**src/rtl/axil_reg_responder.sv**
```systemverilog
// AXI-lite register responder: word-addressed bank with a read-only ID at index 0
// and read/write registers above it; register 1 is exported as ctrl_out.
module axil_reg_responder #(
  parameter int              DW       = 32,
  parameter int              AW       = 32,
  parameter int              NREGS    = 8,
  parameter logic [DW-1:0]   ID_VALUE = 32'hACE0_0001
) (
  input  logic              aclk,
  input  logic              aresetn,
  input  logic [AW-1:0]     awaddr,
  input  logic [2:0]        awprot,
  input  logic              awvalid,
  output logic              awready,
  input  logic [DW-1:0]     wdata,
  input  logic [DW/8-1:0]   wstrb,
  input  logic              wvalid,
  output logic              wready,
  output logic [1:0]        bresp,
  output logic              bvalid,
  input  logic              bready,
  input  logic [AW-1:0]     araddr,
  input  logic [2:0]        arprot,
  input  logic              arvalid,
  output logic              arready,
  output logic [DW-1:0]     rdata,
  output logic [1:0]        rresp,
  output logic              rvalid,
  input  logic              rready,
  output logic [DW-1:0]     ctrl_out
);

  localparam int IW = $clog2(NREGS);
  localparam int NB = DW / 8;
  localparam logic [1:0] RESP_OKAY   = 2'b00;
  localparam logic [1:0] RESP_SLVERR = 2'b10;

  function automatic logic in_range(input logic [AW-1:0] a);
    return ~|a[AW-1:IW+2];
  endfunction

  logic [DW-1:0] regs_q [NREGS];
  logic [DW-1:0] regs_d [NREGS];

  logic          aw_held_q, aw_held_d, w_held_q, w_held_d;
  logic [AW-1:0] awaddr_q, awaddr_d;
  logic [DW-1:0] wdata_q, wdata_d;
  logic [NB-1:0] wstrb_q, wstrb_d;
  logic          awready_q, awready_d, wready_q, wready_d;
  logic          bvalid_q, bvalid_d;
  logic [1:0]    bresp_q, bresp_d;
  logic          arready_q, arready_d, rvalid_q, rvalid_d;
  logic [DW-1:0] rdata_q, rdata_d;
  logic [1:0]    rresp_q, rresp_d;

  logic          aw_hs, w_hs, ar_hs, b_hs, r_hs, commit, wr_ok;
  logic [AW-1:0] wr_addr;
  logic [DW-1:0] wr_data;
  logic [NB-1:0] wr_strb;
  logic [IW-1:0] wr_idx, rd_idx;

  always_comb begin
    aw_hs   = awvalid && awready_q;
    w_hs    = wvalid && wready_q;
    ar_hs   = arvalid && arready_q;
    b_hs    = bvalid_q && bready;
    r_hs    = rvalid_q && rready;

    // A channel captured in this cycle supplies its live bus value, otherwise the held copy.
    wr_addr = aw_hs ? awaddr : awaddr_q;
    wr_data = w_hs ? wdata : wdata_q;
    wr_strb = w_hs ? wstrb : wstrb_q;
    wr_idx  = wr_addr[IW+1:2];
    wr_ok   = in_range(wr_addr) && (wr_idx != '0);
    commit  = (aw_hs && (w_hs || w_held_q)) || (w_hs && aw_held_q);

    regs_d   = regs_q;
    awaddr_d = wr_addr;
    wdata_d  = wr_data;
    wstrb_d  = wr_strb;
    bvalid_d = bvalid_q;
    bresp_d  = bresp_q;

    if (commit) begin
      bvalid_d = 1'b1;
      bresp_d  = wr_ok ? RESP_OKAY : RESP_SLVERR;
      if (wr_ok) begin
        for (int k = 0; k < NB; k++) begin
          if (wr_strb[k]) regs_d[wr_idx][8*k +: 8] = wr_data[8*k +: 8];
        end
      end
    end else if (b_hs) begin
      bvalid_d = 1'b0;
    end

    // Held flags persist through the response phase so both readies stay low until bready.
    aw_held_d = b_hs ? 1'b0 : (aw_hs || aw_held_q);
    w_held_d  = b_hs ? 1'b0 : (w_hs || w_held_q);
    awready_d = !aw_held_d;
    wready_d  = !w_held_d;

    rd_idx   = araddr[IW+1:2];
    rvalid_d = rvalid_q;
    rdata_d  = rdata_q;
    rresp_d  = rresp_q;
    if (ar_hs) begin
      rvalid_d = 1'b1;
      if (!in_range(araddr)) begin
        rdata_d = '0;
        rresp_d = RESP_SLVERR;
      end else begin
        rdata_d = (rd_idx == '0) ? ID_VALUE : regs_q[rd_idx];
        rresp_d = RESP_OKAY;
      end
    end else if (r_hs) begin
      rvalid_d = 1'b0;
    end
    arready_d = !rvalid_d;
  end

  always_ff @(posedge aclk) begin
    if (!aresetn) begin
      aw_held_q <= 1'b0;
      w_held_q  <= 1'b0;
      awready_q <= 1'b0;
      wready_q  <= 1'b0;
      bvalid_q  <= 1'b0;
      bresp_q   <= '0;
      arready_q <= 1'b0;
      rvalid_q  <= 1'b0;
      rdata_q   <= '0;
      rresp_q   <= '0;
      for (int i = 0; i < NREGS; i++) regs_q[i] <= '0;
    end else begin
      aw_held_q <= aw_held_d;
      w_held_q  <= w_held_d;
      awready_q <= awready_d;
      wready_q  <= wready_d;
      bvalid_q  <= bvalid_d;
      bresp_q   <= bresp_d;
      arready_q <= arready_d;
      rvalid_q  <= rvalid_d;
      rdata_q   <= rdata_d;
      rresp_q   <= rresp_d;
      regs_q    <= regs_d;
    end
  end

  // Held payloads are only consulted while their flag is set, so they need no reset.
  always_ff @(posedge aclk) begin
    awaddr_q <= awaddr_d;
    wdata_q  <= wdata_d;
    wstrb_q  <= wstrb_d;
  end

  assign awready  = awready_q;
  assign wready   = wready_q;
  assign bvalid   = bvalid_q;
  assign bresp    = bresp_q;
  assign arready  = arready_q;
  assign rvalid   = rvalid_q;
  assign rdata    = rdata_q;
  assign rresp    = rresp_q;
  assign ctrl_out = regs_q[1];

  logic unused_ok;
  assign unused_ok = ^{awprot, arprot, wr_addr[1:0], araddr[1:0]};

endmodule

```
**config.mk**
```make
export PLATFORM = sky130hd
export DESIGN_NAME = axil_reg_responder
export DESIGN_NICKNAME = d
export VERILOG_FILES = /design/src/rtl/axil_reg_responder.sv
export SDC_FILE = /design/constraint.sdc
export NUM_CORES = 1
export LEC_CHECK = 0
export CAP_MARGIN = 30
export CORE_UTILIZATION = 40
export CTS_CLUSTER_DIAMETER = 100
export DETAILED_ROUTE_END_ITERATION = 6
export GPL_TIMING_DRIVEN = 0
export MAX_ROUTING_LAYER = met4
export PLACE_DENSITY = 0.73
export SYNTH_ARGS = -nofsm -noshare
export SYNTH_HDL_FRONTEND = slang
export SYNTH_SLANG_ARGS = --single-unit
export TNS_END_PERCENT = 1
```
**constraint.sdc**
```tcl
create_clock -name aclk -period 2.2 [get_ports aclk]
set_input_delay 0.33 -clock aclk [delete_from_list [all_inputs] [get_ports aclk]]
set_output_delay 0.33 -clock aclk [all_outputs]
set_load 0.05 [all_outputs]
```
==> results of run 1 <==
layer usage:
layer	share of wire	track usage
met3	0.096	0.05385
met1	0.39	0.3496
met2	0.47	0.4586
met4	0.052	0.1500
met5	0	-
cell usage after synthesis (all sizes together), types with 3 or more instances:
master,instances,share of area
nand4b,3,0.0016
mux2i,91,0.056
inv,182,0.041
nand2b,3,0.0011
buf,72,0.026
o21ai,10,0.0030
mux2,8,0.0054
o41ai,144,0.076
nor2,44,0.0099
a221oi,9,0.0047
a22oi,48,0.022
nand2,202,0.046
nand4,5,0.0019
a311oi,5,0.0026
and3,3,0.0011
mux4,56,0.076
nand3,153,0.046
and2,28,0.011
or4,28,0.013
dfxtp,357,0.43
a41oi,5,0.0026
a2bb2oi,34,0.018
a21oi,157,0.047
clkbuf,150,0.034
nor4,25,0.015
worst register-to-register path: stages (launching register included):
cell	delay, ps
dfxtp_4	380
and2_4	160
buf_8	140
mux2i_4	340
inv_4	110
o211ai_4	280
buf_12	170
buf_8	190
buf_8	210
o41ai_4	120
a21oi_1	220
timing repair:
item | in CTS | in global routing
cloned | 5 | 0
gates resized for setup | 518 | 87
pin swaps | 100 | 21
setup endpoints to repair | 288 | 251
hold buffers | 0 | 0
buffers inserted | 34 | 0
power by group:
part	leakage (uW)	internal (uW)	switching, uW	total (uW)
clock network	0.000633	4010	2750	6750
logic	0.00576	1280	2170	3450
registers	0.00290	6750	186	6940
worst min-delay path by stage:
| stage | slack, ps | cells past startpoint | start | to |
|---|---|---|---|---|
| after floorplan | 420 | 2 | regs_q[0] | regs_q[0] |
| after global placement | 430 | 2 | regs_q[142] | regs_q[142] |
| after detailed placement | 430 | 2 | awaddr_q[30] | awaddr_q[30] |
| after CTS | 360 | 3 | awaddr[17] | awaddr_q[17] |
| after global routing | 400 | 3 | awaddr[17] | awaddr_q[17] |
| final | 370 | 3 | awaddr[13] | awaddr_q[13] |
layout make-up:
class / instances / area (um^2) / area share
repair buffers: 212 / 2103 / 0.08871
clock buffers: 58 / 1161 / 0.04897
multi-input cells: 1079 / 10030 / 0.4231
inverters: 183 / 689.4 / 0.02908
well taps: 532 / 665.6 / 0.02807
plain buffers: 198 / 1764 / 0.07441
clock inverters: 11 / 138.9 / 0.005858
flip-flops and latches: 357 / 7157 / 0.3018
metrics by stage:
step,power [uW],instances
floorplan,8478,1840
global placement,9335,2540
detailed placement,9398,2541
CTS,16890,2625
global route,17550,2630
finish,17140,2630
state kept, by name, summed over array words and instances (netlist names):
name and flops:
rvalid 1, wdata_q 32, wstrb_q 4, arready 1, regs_q 218, ctrl_out 32
rresp 1, rdata 32, w_held_q 1, awready 1, awaddr_q 30, bresp 1
bvalid 1, wready 1, aw_held_q 1
cell families after synthesis:
group,share of synthesized area
other,0.0002259
AND/OR/NAND/NOR,0.1499
multiplexers,0.1370
flip-flops,0.4305
buffers and inverters,0.1016
AO/OA/AOI/OAI,0.1808
==> flow_summary.ini, run 1 <==
[timing]
fin_crit_sh = 1.084
max_slew.worst_pin.slew_ps = 1034
hold_viol_final = 0
finalSetupTns_ps = -19240
hold_slack_ps = 371.9
period_needed_ps = 2386
report.final.slew_viol_count = 0
max_freq_mhz = 419.2
rsz0062_at_grt = true
fin_ws_ps = -185.7
skew_ps = 30.11
setup_violations = 204
relSlewSlack = 0.3104

[status]
outcome = finished with violations
violations = DRC, setup timing

[placement]
place_area_um2 = 19110
pre_cts_ws_ps = -1398
dp_hpwl_um = 41730
globalplace.congestion = 1.002
portBuffers = 168

[finish]
mostFrequentLayoutCell = dfxtp_1
final_cell_mix = dfxtp_1 (351), nand2_1 (198), inv_1 (180), nand3_1 (153), clkdlybuf4s50_1 (148)
syn2layout_area_growth_pct = 42.81
nFillCells = 3209
final_cell_area_um2 = 23710
antennaDiodeCount = 0
layout-drive-gt1-share = 0.2807
layout.nets = 2183
final_util = 0.5794

[worst_setup_path]
reg2reg_to = regs_q[174]
critPathCaptureType = register
r2r_slack_ps = -190
critPathSlowestCell = dfxtp_4
crit_chain = and2_4 > buf_8 > mux2i_4 > inv_4 > o211ai_4 > buf_12 > buf_8 > buf_8 > o41ai_4 > a21oi_1
cp_top_family = buffers and inverters
critPathMostFrequentCell = buf_8
required_ps = 2670
crit_path_start = awready
timing.rr.start = awready
path_buf_inv = 5
slowest_delay_ps = 380
crit_path_start_kind = register
cp-endpoint = regs_q[174]
reg2reg_depth = 10
worstPathMaxFanout = 10
crit_type = reg -> reg
crit_arrival_ps = 2860
crit_cells = 10

[clocking]
cts_buffers = 39
cts_buffer_depth = 3
cts_tree = yes
clock_sinks = 357
root_buffer = clkbuf_16
htreeDepth = 2
clock_latency_ps = 550
cts.clk_slew.worst_paths_ps = 70

[drt]
initialDrtViolationCount = 1714
post-route-drc-count = 1
postRouteWirelength_um = 61920
wl_per_cell_um = 23.54
detail-route-antenna-nets = 0
vias = 16074
via_per_inst = 6.112
drtPass1Iterations = 7

[die]
core_area_um2 = 40920
die_h_um = 205.7
io_pins = 186
dieArea_um2 = 42320
rows = 74
initial_core_util = 0.4057
die_w_um = 205.7

[flow_run]
cap_violations = 0

[synthesis]
synthFlopType = dfxtp_1
synth_seq_area_share = 0.4305
syn-cell-area_um2 = 16600
syn_inst = 1839
synthArstFlopShare = 0
synth_cell_type_count = 47
yosysWarnings = 0
yosys_register_bits = 357
synth_edf_count = 0
avgSynthCellArea_um2 = 9.028

[global_route]
grtUsageTotal = 0.2893
grt_pass1_wl_um = 90670
antenna_found_initial = 0
overflow = 0
grt_pass1_vias = 15779
grt_max_degree = 14

[power]
ir_drop_mv = 0.4760
leakage_uw = 0.009295
pwr_density_cell_nw_per_um2 = 723.0

[min_path]
hold_class = in -> reg
No activity file was read; power rests on OpenSTA's default activity.
==> run 2, diff against run 1 <==
--- a/config.mk
+++ b/config.mk
@@ -7,7 +7,7 @@
 export LEC_CHECK = 0
 export CAP_MARGIN = 30
 export CORE_UTILIZATION = 40
-export CTS_CLUSTER_DIAMETER = 100
+export CTS_CLUSTER_DIAMETER = 30
 export DETAILED_ROUTE_END_ITERATION = 6
 export GPL_TIMING_DRIVEN = 0
 export MAX_ROUTING_LAYER = met4
==> run 2 against run 1 <==
Effect of this change: the run still ends with DRC, setup timing left; clock power is 66% higher; worst hold slack got worse by 52 ps; global-route usage decreased by 0.10 points; final cell count increased by 2.1%; non-clock buffer count shrank 7; core utilization up 1.4 points; count of clock-buffer cells in the layout grew 32; first-iteration DRC count is 2.9% higher; critical endpoint is now regs_q[92].
==> flow_summary.ini, run 2 (synthesis gave the netlist of run 1 again) <==
[timing]
fin_ws_ps = -256.8
fin_crit_sh = 1.117
rsz0062_at_grt = true
setup_violations = 221
period_needed_ps = 2457
skew_ps = 16.05
max_slew.worst_pin.slew_ps = 1021
finalSetupTns_ps = -26370
relSlewSlack = 0.3192
max_freq_mhz = 407.0
hold_viol_final = 0
report.final.slew_viol_count = 0

[placement]
dp_hpwl_um = 41730
place_area_um2 = 19110
globalplace.congestion = 1.002
portBuffers = 168
dp.cells = 2541
pre_cts_ws_ps = -1398

[die]
core_area_um2 = 40920
initial_core_util = 0.4057
die_w_um = 205.7
rows = 74
die_h_um = 205.7
dieArea_um2 = 42320
io_pins = 186

[drt]
dr.max_layer_used = met4
drtPass1Iterations = 7
initialDrtViolationCount = 1764
wl_per_cell_um = 22.97
detail-route-antenna-nets = 0
vias = 16326
wl_met1_um = 23870
route.met3.wl_um = 6161
via_per_inst = 6.083
wl_met2_um = 28970
post-route-drc-count = 1
postRouteWirelength_um = 61640

[finish]
final_cell_mix = dfxtp_1 (353), nand2_1 (196), inv_1 (180), nand3_1 (152), a21oi_1 (146)
final_cell_area_um2 = 24290
layout-drive-gt1-share = 0.2921
largest_register_ffs = 218
regMostFlops = regs_q
mostFrequentLayoutCell = dfxtp_1
instances_no_fill = 2684
syn2layout_area_growth_pct = 46.30
layout.nets = 2209

[worst_setup_path]
critPathCaptureType = register
critPathMostFrequentCell = buf_12
crit_path_start_kind = register
worstPathMaxFanout = 10
required_ps = 2620
crit_type = reg -> reg
critPathSlowestCell = nor4_4
crit_arrival_ps = 2880
slowest_delay_ps = 580
crit_chain = a211o_1 > a221oi_4 > o211ai_4 > buf_12 > buf_12 > nor4_4 > a22oi_1

[clocking]
cts_buffer_depth = 3
root_buffer = clkbuf_16
clock_sinks = 357
cts_tree = yes
cts_buffers = 72
clock_latency_ps = 590
cts.clk_slew.worst_paths_ps = 50
htreeDepth = 3
postCtsHoldBufs = 0

[power]
ir_drop_mv = 0.5722
p_total_uw = 21390
power.combinational.fraction = 0.152
switchingPower_uw = 6020
pwr-share-seq = 0.326
pwr_density_cell_nw_per_um2 = 880.5
switching_share = 0.2815
leakage_uw = 0.009429
p_clk_frac = 0.522
p_int_uw = 15370

[global_route]
grtUsageTotal = 0.2883
antenna_found_initial = 2
grt_pass1_wl_um = 90780
overflow = 0
grt_max_degree = 12
grt_pass1_vias = 16082

[status]
outcome = finished with violations
violations = DRC, setup timing

[flow_run]
cap_violations = 0

[min_path]
hold_class = in -> reg
## run 2: cell count changes in the layout (fill, tap and decap cells not counted), sizes merged
cell | previous run | this run
clkinvlp | 2 | 6
clkbuf | 171 | 206
clkinv | 7 | 22
buf | 149 | 151
bufinv | 3 | 9
diode | 0 | 2
o211ai | 2 | 1
inv | 182 | 184
clkdlybuf4s50 | 148 | 136
o21ai | 10 | 11
## run 2: per-stage QoR
| step | hold WS [ps] | util |
|---|---|---|
| 3_3_place_gp | 428.5 | 0.4666 |
| 3_5_place_dp | 434.8 | 0.4669 |
| 2_1_floorplan | 419.4 | - |
| 6_report | 320.0 | 0.5935 |
| 4_1_cts | 302.3 | 0.5787 |
| 5_1_grt | 340.7 | 0.5935 |
## run 2: what timing repair did
action,in CTS,in global routing
resized for setup,410,137
buffers inserted,26,0
cloned,3,0
endpoints found under the setup margin,303,253
pin swaps,50,24
endpoints found under the hold margin,0,0
## run 2: routing by layer
metal	track usage	vias up
li1	-	7151
met1	0.3473	7914
met2	0.4519	1033
met3	0.06335	228
met4	0.1474	0
met5	-	-
## run 2: power by group through the flow
stage	Sequential [uW]	Combinational [uW]	Clock, uW
2_1_floorplan	7010	1470	0
3_5_place_dp	7000	2390	0
5_1_grt	6980	3380	11600
6_report	6960	3260	11200
4_1_cts	6930	2930	11200
3_3_place_gp	6990	2350	0
## run 2: final timing paths
kind	startpoint	end	slack [ps]	depth (start not counted)
hold reg to reg	regs_q[138]	regs_q[138]	440	2
setup / recovery	awready	regs_q[92]	-260	7
hold / removal	awaddr[13]	awaddr_q[13]	320	3
setup reg to reg	awready	regs_q[92]	-260	7
## run 2: critical path: cells and delay by family (launching register included)
kind,cells,cell delay (ps)
buf+inv,2,330
compound gates,4,990
flops,1,380
simple gates,1,580
## run 2: cell type report
cell class | count | area, um^2
fill | 3125 | 16630
multi-input combinational | 1079 | 9651
sequential | 357 | 7154
clock buffer | 90 | 1959
timing repair buffer | 200 | 1949
buffer | 203 | 1670
inverter | 183 | 686.9
tap | 532 | 665.6
clock inverter | 38 | 548.0
antenna | 2 | 5.005
==> run 3, diff against run 2 <==
--- a/config.mk
+++ b/config.mk
@@ -7,7 +7,7 @@
 export LEC_CHECK = 0
 export CAP_MARGIN = 30
 export CORE_UTILIZATION = 40
-export CTS_CLUSTER_DIAMETER = 30
+export CTS_CLUSTER_DIAMETER = 150
 export DETAILED_ROUTE_END_ITERATION = 6
 export GPL_TIMING_DRIVEN = 0
 export MAX_ROUTING_LAYER = met4
==> results of run 3 <==
Same layout as run 1: the final DEF is identical, and so are final timing and power.
